<file path="src/rtl/pulse_bram_streamer_pkg.sv">
// Shared constants for the pulse-shape BRAM streamer: FSM encoding, fp32 zero,
// default byte stride and the BRAM read latency the WAIT state is sized for.
package pulse_bram_streamer_pkg;

    localparam logic [1:0] ST_IDLE  = 2'd0;
    localparam logic [1:0] ST_ISSUE = 2'd1;
    localparam logic [1:0] ST_WAIT  = 2'd2;
    localparam logic [1:0] ST_OUT   = 2'd3;

    localparam logic [31:0] FP32_ZERO       = 32'h0000_0000;
    localparam int          ADDR_STEP_DEF   = 4;
    localparam int          BRAM_RD_LATENCY = 1;

endpackage

</file>
<file path="src/rtl/pulse_bram_streamer.sv">
// Reads the accumulated pulse shape out of BRAM one fp32 word per frame slot,
// streams it on valid/ready and optionally zeroes each word behind the read.
module pulse_bram_streamer
    import pulse_bram_streamer_pkg::*;
#(
    parameter int DEPTH         = 1024,
    parameter int ADDR_STEP     = ADDR_STEP_DEF,
    parameter bit CLEAR_ON_READ = 1'b1
) (
    input  logic        clk,
    input  logic        rst_n,
    input  logic        enable,
    output logic [31:0] bram_addr,
    output logic [31:0] bram_data_in,
    output logic        bram_we,
    output logic        bram_en,
    input  logic [31:0] bram_data_out,
    output logic [31:0] m_data,
    output logic        m_valid,
    input  logic        m_ready,
    output logic        m_last,
    output logic        busy,
    output logic [31:0] frame_count
);

    localparam int             IDX_W    = $clog2(DEPTH);
    localparam logic [IDX_W-1:0] LAST_IDX = IDX_W'(DEPTH - 1);

    logic [1:0]       r_state;
    logic [IDX_W-1:0] r_index;
    logic [31:0]      r_bram_addr;
    logic             r_bram_we;
    logic             r_bram_en;
    logic [31:0]      r_m_data;
    logic             r_m_valid;
    logic             r_m_last;
    logic             r_busy;
    logic [31:0]      r_frame_count;

    logic [1:0]       w_state_nxt;
    logic [IDX_W-1:0] w_index_nxt;
    logic             w_accept;
    logic             w_frame_end;
    logic [31:0]      w_addr_nxt;

    // Next-state and index sequencing; a started frame always runs to its last word
    always_comb begin
        w_state_nxt = r_state;
        w_index_nxt = r_index;
        w_accept    = r_m_valid && m_ready;
        w_frame_end = 1'b0;
        case (r_state)
            ST_IDLE: begin
                if (enable) begin
                    w_state_nxt = ST_ISSUE;
                    w_index_nxt = '0;
                end else begin
                    w_state_nxt = ST_IDLE;
                end
            end
            ST_ISSUE: w_state_nxt = ST_WAIT;
            ST_WAIT:  w_state_nxt = ST_OUT;
            ST_OUT: begin
                if (w_accept) begin
                    if (r_index == LAST_IDX) begin
                        w_index_nxt = '0;
                        w_frame_end = 1'b1;
                        w_state_nxt = enable ? ST_ISSUE : ST_IDLE;
                    end else begin
                        w_index_nxt = r_index + IDX_W'(1);
                        w_state_nxt = ST_ISSUE;
                    end
                end else begin
                    w_state_nxt = ST_OUT;
                end
            end
            default: begin
                w_state_nxt = ST_IDLE;
                w_index_nxt = '0;
            end
        endcase
        w_addr_nxt = 32'(w_index_nxt) * 32'(ADDR_STEP);
    end

    // Registered BRAM port, stream outputs and frame counter
    always_ff @(posedge clk or negedge rst_n) begin
        if (!rst_n) begin
            r_state       <= ST_IDLE;
            r_index       <= '0;
            r_bram_addr   <= 32'd0;
            r_bram_we     <= 1'b0;
            r_bram_en     <= 1'b0;
            r_m_data      <= 32'd0;
            r_m_valid     <= 1'b0;
            r_m_last      <= 1'b0;
            r_busy        <= 1'b0;
            r_frame_count <= 32'd0;
        end else begin
            r_state <= w_state_nxt;
            r_index <= w_index_nxt;
            r_busy  <= (w_state_nxt != ST_IDLE);
            if (w_frame_end) begin
                r_frame_count <= r_frame_count + 32'd1;
            end
            case (r_state)
                ST_IDLE: begin
                    r_bram_en   <= enable;
                    r_bram_we   <= 1'b0;
                    r_bram_addr <= w_addr_nxt;
                end
                ST_ISSUE: begin
                    r_bram_en <= 1'b0;
                    r_bram_we <= 1'b0;
                end
                // Read data lands now; the optional clear reuses the held address
                ST_WAIT: begin
                    r_m_data  <= bram_data_out;
                    r_m_valid <= 1'b1;
                    r_m_last  <= (r_index == LAST_IDX);
                    r_bram_en <= CLEAR_ON_READ;
                    r_bram_we <= CLEAR_ON_READ;
                end
                ST_OUT: begin
                    r_bram_we <= 1'b0;
                    if (w_accept) begin
                        r_m_valid   <= 1'b0;
                        r_m_last    <= 1'b0;
                        r_bram_en   <= (w_state_nxt == ST_ISSUE);
                        r_bram_addr <= w_addr_nxt;
                    end else begin
                        r_bram_en <= 1'b0;
                    end
                end
                default: begin
                    r_bram_en <= 1'b0;
                    r_bram_we <= 1'b0;
                end
            endcase
        end
    end

    assign bram_addr    = r_bram_addr;
    assign bram_data_in = FP32_ZERO;
    assign bram_we      = r_bram_we;
    assign bram_en      = r_bram_en;
    assign m_data       = r_m_data;
    assign m_valid      = r_m_valid;
    assign m_last       = r_m_last;
    assign busy         = r_busy;
    assign frame_count  = r_frame_count;

endmodule

</file>
<file path="config.mk">
export PLATFORM = sky130hd
export DESIGN_NAME = pulse_bram_streamer
export DESIGN_NICKNAME = d
export VERILOG_FILES = /design/src/rtl/pulse_bram_streamer_pkg.sv /design/src/rtl/pulse_bram_streamer.sv
export SDC_FILE = /design/constraint.sdc
export NUM_CORES = 1
export LEC_CHECK = 0
export ABC_AREA = 1
export CORE_AREA = 2 2 113 115
export CTS_CLUSTER_SIZE = 40
export DETAILED_ROUTE_END_ITERATION = 16
export DIE_AREA = 0 0 115 117
export MAX_ROUTING_LAYER = met4
export PLACE_DENSITY = 0.78
export SETUP_SLACK_MARGIN = 0.1
export SYNTH_ARGS = -nofsm -noshare
export SYNTH_HDL_FRONTEND = slang
export SYNTH_SLANG_ARGS = --single-unit
export TNS_END_PERCENT = 100
</file>
<file path="constraint.sdc">
create_clock -name clk -period 1.6 [get_ports clk]
set_input_delay 0.24 -clock clk [delete_from_list [all_inputs] [get_ports clk]]
set_output_delay 0.24 -clock clk [all_outputs]
set_load 0.005 [all_outputs]
</file>
# == Word-level counts from Yosys, hierarchy flattened ==
# Index checks and enable logic that the tools add are counted.
# totals
ff_bits,113
input_bits,36
wordCells,45
# classes
add_sub_neg,2
n_eq_ne,6
muxes,19
n_reduce_logical,8
# ops
op,count
one-hot mux 32 bit (2 select lines),1
"adder 32 x 1 -> 32 bit, second input constant",1
2-to-1 mux 32 bit,1
2-to-1 mux 10 bit,3
one-hot mux 10 bit (2 select lines),1
"adder 10 x 1 -> 10 bit, second input constant",1
"== test 10 bit, second input constant",1
one-hot mux 2 bit (4 select lines),1
2-to-1 mux 1 bit,6
one-hot mux 1 bit (2 select lines),3
nonzero test 2 bit,3
"== test 2 x 1 -> 1 bit, second input constant",2
"== test 2 bit, second input constant",2
2-to-1 mux 2 bit,2
one-hot mux 1 bit (4 select lines),1
AND reduction 2 bit,2
OR reduction 3 bit,1
logical NOT 2 bit,1
"!= test 2 bit, second input constant",1
logical AND 1 bit,1

# == Depth between registers and ports, before layout ==
# depth
depth_word,7
depth_mapped,10
mapped_depth_nobuf,10

# == Worst setup path after synthesis ==
# No wires, ideal clock.
# synth_path
path_type,reg-to-reg
start,"register r_frame_count[0], in the netlist frame_count[0]"
end,"register r_frame_count[14], in the netlist frame_count[14]"
t_arrival_ns,1.454
slack_ns,0.023
path_stages_with_launch,8
path_buffers,0
synth_period_minus_slack_ns,1.577
cell_sequence,dfrtp_1 > ha_1 > nand3_1 > nor2_1 > nand3_4 > inv_2 > nand2_1 > xor2_1
# synth_via
elab_chain_len,1
# synth_lines
item,line,rtl
from (decl),pulse_bram_streamer.sv:38,logic [31:0] r_frame_count;
from (signal assigned),pulse_bram_streamer.sv:103,r_frame_count <= r_frame_count + 32'd1;
adder 32 x 1 -> 32 bit,pulse_bram_streamer.sv:103,
# No other way between the ends.
# A chain may end at the register's enable or synchronous reset.

# == Final worst setup path ==
# layout_path
start,register r_index[0]
end,"register r_frame_count[14], in the netlist frame_count[14]"
# layout_via
elab_chain_len,4
# layout_lines
item,line,rtl
from (decl),pulse_bram_streamer.sv:30,logic [IDX_W-1:0] r_index;
from (signal assigned),pulse_bram_streamer.sv:100,r_index <= w_index_nxt;
== test 10 bit,pulse_bram_streamer.sv:65,if (r_index == LAST_IDX) begin
2-to-1 mux 1 bit,pulse_bram_streamer.sv:65,
2-to-1 mux 1 bit,pulse_bram_streamer.sv:64,if (w_accept) begin
2-to-1 mux 1 bit,pulse_bram_streamer.sv:52,case (r_state)
# No other way between the ends.

==> metrics.md <==
| Metric | Value |
|---|---|
| Outcome | finished, final reports clean |
| Cell chain of the critical path | ha_4, nand2_4, nor2_4, nand3_4, nor2_8, nand3_4, inv_2, nand2_1, xor2_1 |
| Clock network power share | between 20% and 30% |
| Num CTS Buffers | 9 |
| TritonCTS clock tree | done |
| Crit path capture type | flip-flop |
| RSZ-0062 raised after global routing | true |
| Fin Hold WS | ~0.38 ns |
| Logic pwr share | 41.9% |
| Dpl hpwl | 9090 um |
| CP bufs+invs | 1 |
| Final Slew Violations | 0 |
| CTS root buf | clkbuf_16 |
| Mapped Cells | 660 |
| Final Cycle Share | 96.3% |
| Commonest non-fill, non-tap cells in the layout | nand2_1 (241), dfrtp_1 (85), clkdlybuf4s50_1 (84) |
| Wire length per cell | 13.5 um |
| Worst VDD drop | slightly below 0.0009 V |
| Yosys reg bits | between 90 and 100 |
| HP Class | input port to async pin |
| Setup_tns | 0 ns |
| Largest net degree at the start of global routing | 44 |
| Die height | 117 um |
| Static Leakage | slightly below 4 nW |
| Clock-pin slew of the registers on the worst-case setup and hold paths | about 0.070 ns |
| WP data required | around 1.8 ns |
| WS Path Type | flip-flop to flip-flop |
| Clock latency on the worst-skew pair | approximately 0.35 ns |
| Worst Skew | 0.00828 ns |
| Crit path max fanout | 4 |
| CP top delay family | simple AND/OR/NAND/NOR gates |
| YS warnings | 0 |
| Final instance area | ~7700 um2 |
| Register area share after synthesis | 44.9% |
| Synthesized area per cell | a little under 8 um2 |
| DRT iter0 DRCs | roughly 230 |
| Core outline area | ~12000 um2 |
| Setup violations, final | 0 |
| CTS max path bufs | 2 |
| Most common cell after layout, fill and taps aside | nand2_1 |
| Fraction of layout instances using a drive strength above 1 | between 20% and 30% |
| Initial Util | roughly two fifths |
| Hold Vio Cnt, Final | 0 |
| Switching pwr | ~0.0033 W |
| Drt first pass iters | 4 |
| Via density | around 4.7 |
| Mapped cell area | between 5000 and 6000 um2 |
| Placed cell areas | roughly 6500 um2 |
| # DRC | 0 |
| Post-route ant nets | 0 |
| Via Count | about 4.8k |
| Non-filler cells, final | 1014 |
| Seq pwr share | 33.9% |
| Worst Path Arrival | approximately 1.8 ns |
| Final wirelength | approximately 14000 um |
| PwrDens | ~1200 nW/um2 |
| Gr ovfl total | 0 |
| Clock H-tree levels | 3 |
| Final min period | 1.54 ns |
| Gpl congestion | between 0.9 and 1 |
| Max Freq | approximately 650 MHz |
| Antenna Cells | 0 |
| Area Overhead vs Synth | 50.9% |
| IO buf count | roughly 110 |
| Pint | a little over 0.006 W |
| Maximum single-stage delay on the critical path | ~0.40 ns |
| Sw Ratio | 34.4% |
| Std cell rows | 41 |
| Die width | approximately 120 um |
| Fillers | around 1.0k |
| Max_cap viols | 0 |
| Unique masters post-synth | 35 |
| Total GRT Usage | 20.1% |
| Critical-path top delay cell | dfrtp_1 |
| Most frequent CP cell | nand3_4 |
| Vias in the first global route | between 4k and 5k |
| Startpoint type of the worst setup path | flip-flop |
| Sink Count | between 90 and 100 |
| Layout net count | 900 |
| First-pass GRT wire length | between 20000 and 25000 um |
| Die area | approximately 13000 um2 |
| Num ports | about 170 |
| Initial antenna violation count | 0 |
| Placed Cells | 954 |
==> flip-flops by register name, summed over array words and instances (netlist names) <==
register,cells
bram_addr,10
m_valid,1
r_index,10
bram_we,1
busy,1
r_state,2
m_data,32
frame_count,32
m_last,1
bram_en,1
==> worst register-to-register path: stages (launching register included) <==
cell and delay (ns):
dfrtp_1 0.40, ha_4 0.18, nand2_4 0.06, nor2_4 0.10, nand3_4 0.13, nor2_8 0.18
nand3_4 0.10, inv_2 0.08, nand2_1 0.07, xor2_1 0.14
==> stage by stage <==
| stage | utilization [%] | total power (W) | setup WS [ns] |
|---|---|---|---|
| finish | 62.2 | 0.00949 | 0.0595 |
| global route | 62.2 | 0.0101 | -0.0841 |
| CTS | 58.3 | 0.00936 | 0.0612 |
| detailed placement | 52.8 | 0.00682 | -0.141 |
| global placement | 52.8 | 0.00676 | -0.0960 |
| floorplan | - | 0.00483 | 0.0509 |
==> path summary, 6_finish.rpt <==
check / startpoint / endpoint / slack (ns) / cells past startpoint
max reg2reg: r_index[0]$_DFF_PN0_ / frame_count[14]$_DFFE_PN0P_ / 0.06 / 9
max: r_index[0]$_DFF_PN0_ / frame_count[14]$_DFFE_PN0P_ / 0.06 / 9
min: rst_n / frame_count[3]$_DFFE_PN0P_ / 0.38 / 2
min in group clk: bram_data_out[3] / m_data[3]$_DFFE_PN0P_ / 0.42 / 3
max in group asynchronous: rst_n / m_data[12]$_DFFE_PN0P_ / 0.62 / 3
min reg2reg: m_data[18]$_DFFE_PN0P_ / m_data[18]$_DFFE_PN0P_ / 0.47 / 2
==> repair_timing <==
| item | 4_1_cts | 5_1_grt |
|---|---|---|
| buffers inserted | 32 | 9 |
| gates resized for setup | 53 | 112 |
| hold endpoints to repair | 32 | 0 |
| endpoints found under the setup margin | 72 | 84 |
| hold buffers | 1 | 0 |
| pin swaps | 4 | 27 |
| gates cloned | 0 | 2 |
==> metal layers <==
metal  routed length, um  GRT usage (%)
met1                5550           24.9
met2                6800           32.7
met3                 962           5.05
met4                 346           6.51
met5                   0              -
==> power groups by stage <==
stage | clock network (W) | registers [W] | logic (W)
after floorplan | 0 | 0.00324 | 0.00159
after global placement | 0 | 0.00321 | 0.00355
after detailed placement | 0 | 0.00321 | 0.00361
after CTS | 0.00233 | 0.00320 | 0.00382
after global routing | 0.00243 | 0.00329 | 0.00442
final | 0.00230 | 0.00322 | 0.00398
==> cell families (layout without fill, tap and decap cells) <==
logic type | count (synthesis) | after routing | synth area share, %
AO/OA/AOI/OAI | 31 | 31 | 3.60
XOR/XNOR | 23 | 23 | 3.97
adder cells (fa/ha/maj) | 5 | 5 | 1.23
buffers and inverters | 117 | 268 | 13.3
flip-flops | 91 | 91 | 44.9
other | 1 | 54 | 0.0740
AND/OR/NAND/NOR | 392 | 392 | 32.9
==> Yosys cell counts, drive strengths merged <==
library cell	instances	area share (%)
a21boi	2	0.30
a21oi	1	0.099
a31oi	1	0.12
and2	2	0.25
buf	59	8.9
clkbuf	7	0.52
clkinv	4	0.39
conb	1	0.074
dfrtp	91	45
ha	5	1.2
inv	47	3.5
nand2	283	21
nand3	32	3.9
nand3b	3	0.44
nand4	4	0.49
nor2	53	4.8
nor3	15	1.8
o211ai	1	0.15
o21ai	26	2.9
xnor2	6	1.0
xor2	17	2.9
==> layout make-up <==
type / instances / area (um2) / area share [%]
clock buffers: 10 / 229 / 2.99
clock inverters: 6 / 90.1 / 1.18
inverters: 51 / 215 / 2.81
multi-input cells: 505 / 2780 / 36.4
flip-flops and latches: 91 / 2280 / 29.9
well taps: 150 / 188 / 2.45
repair buffers: 199 / 1830 / 23.9
repair inverters: 2 / 32.5 / 0.425
Note: power is estimated with default switching activity, not from simulation.
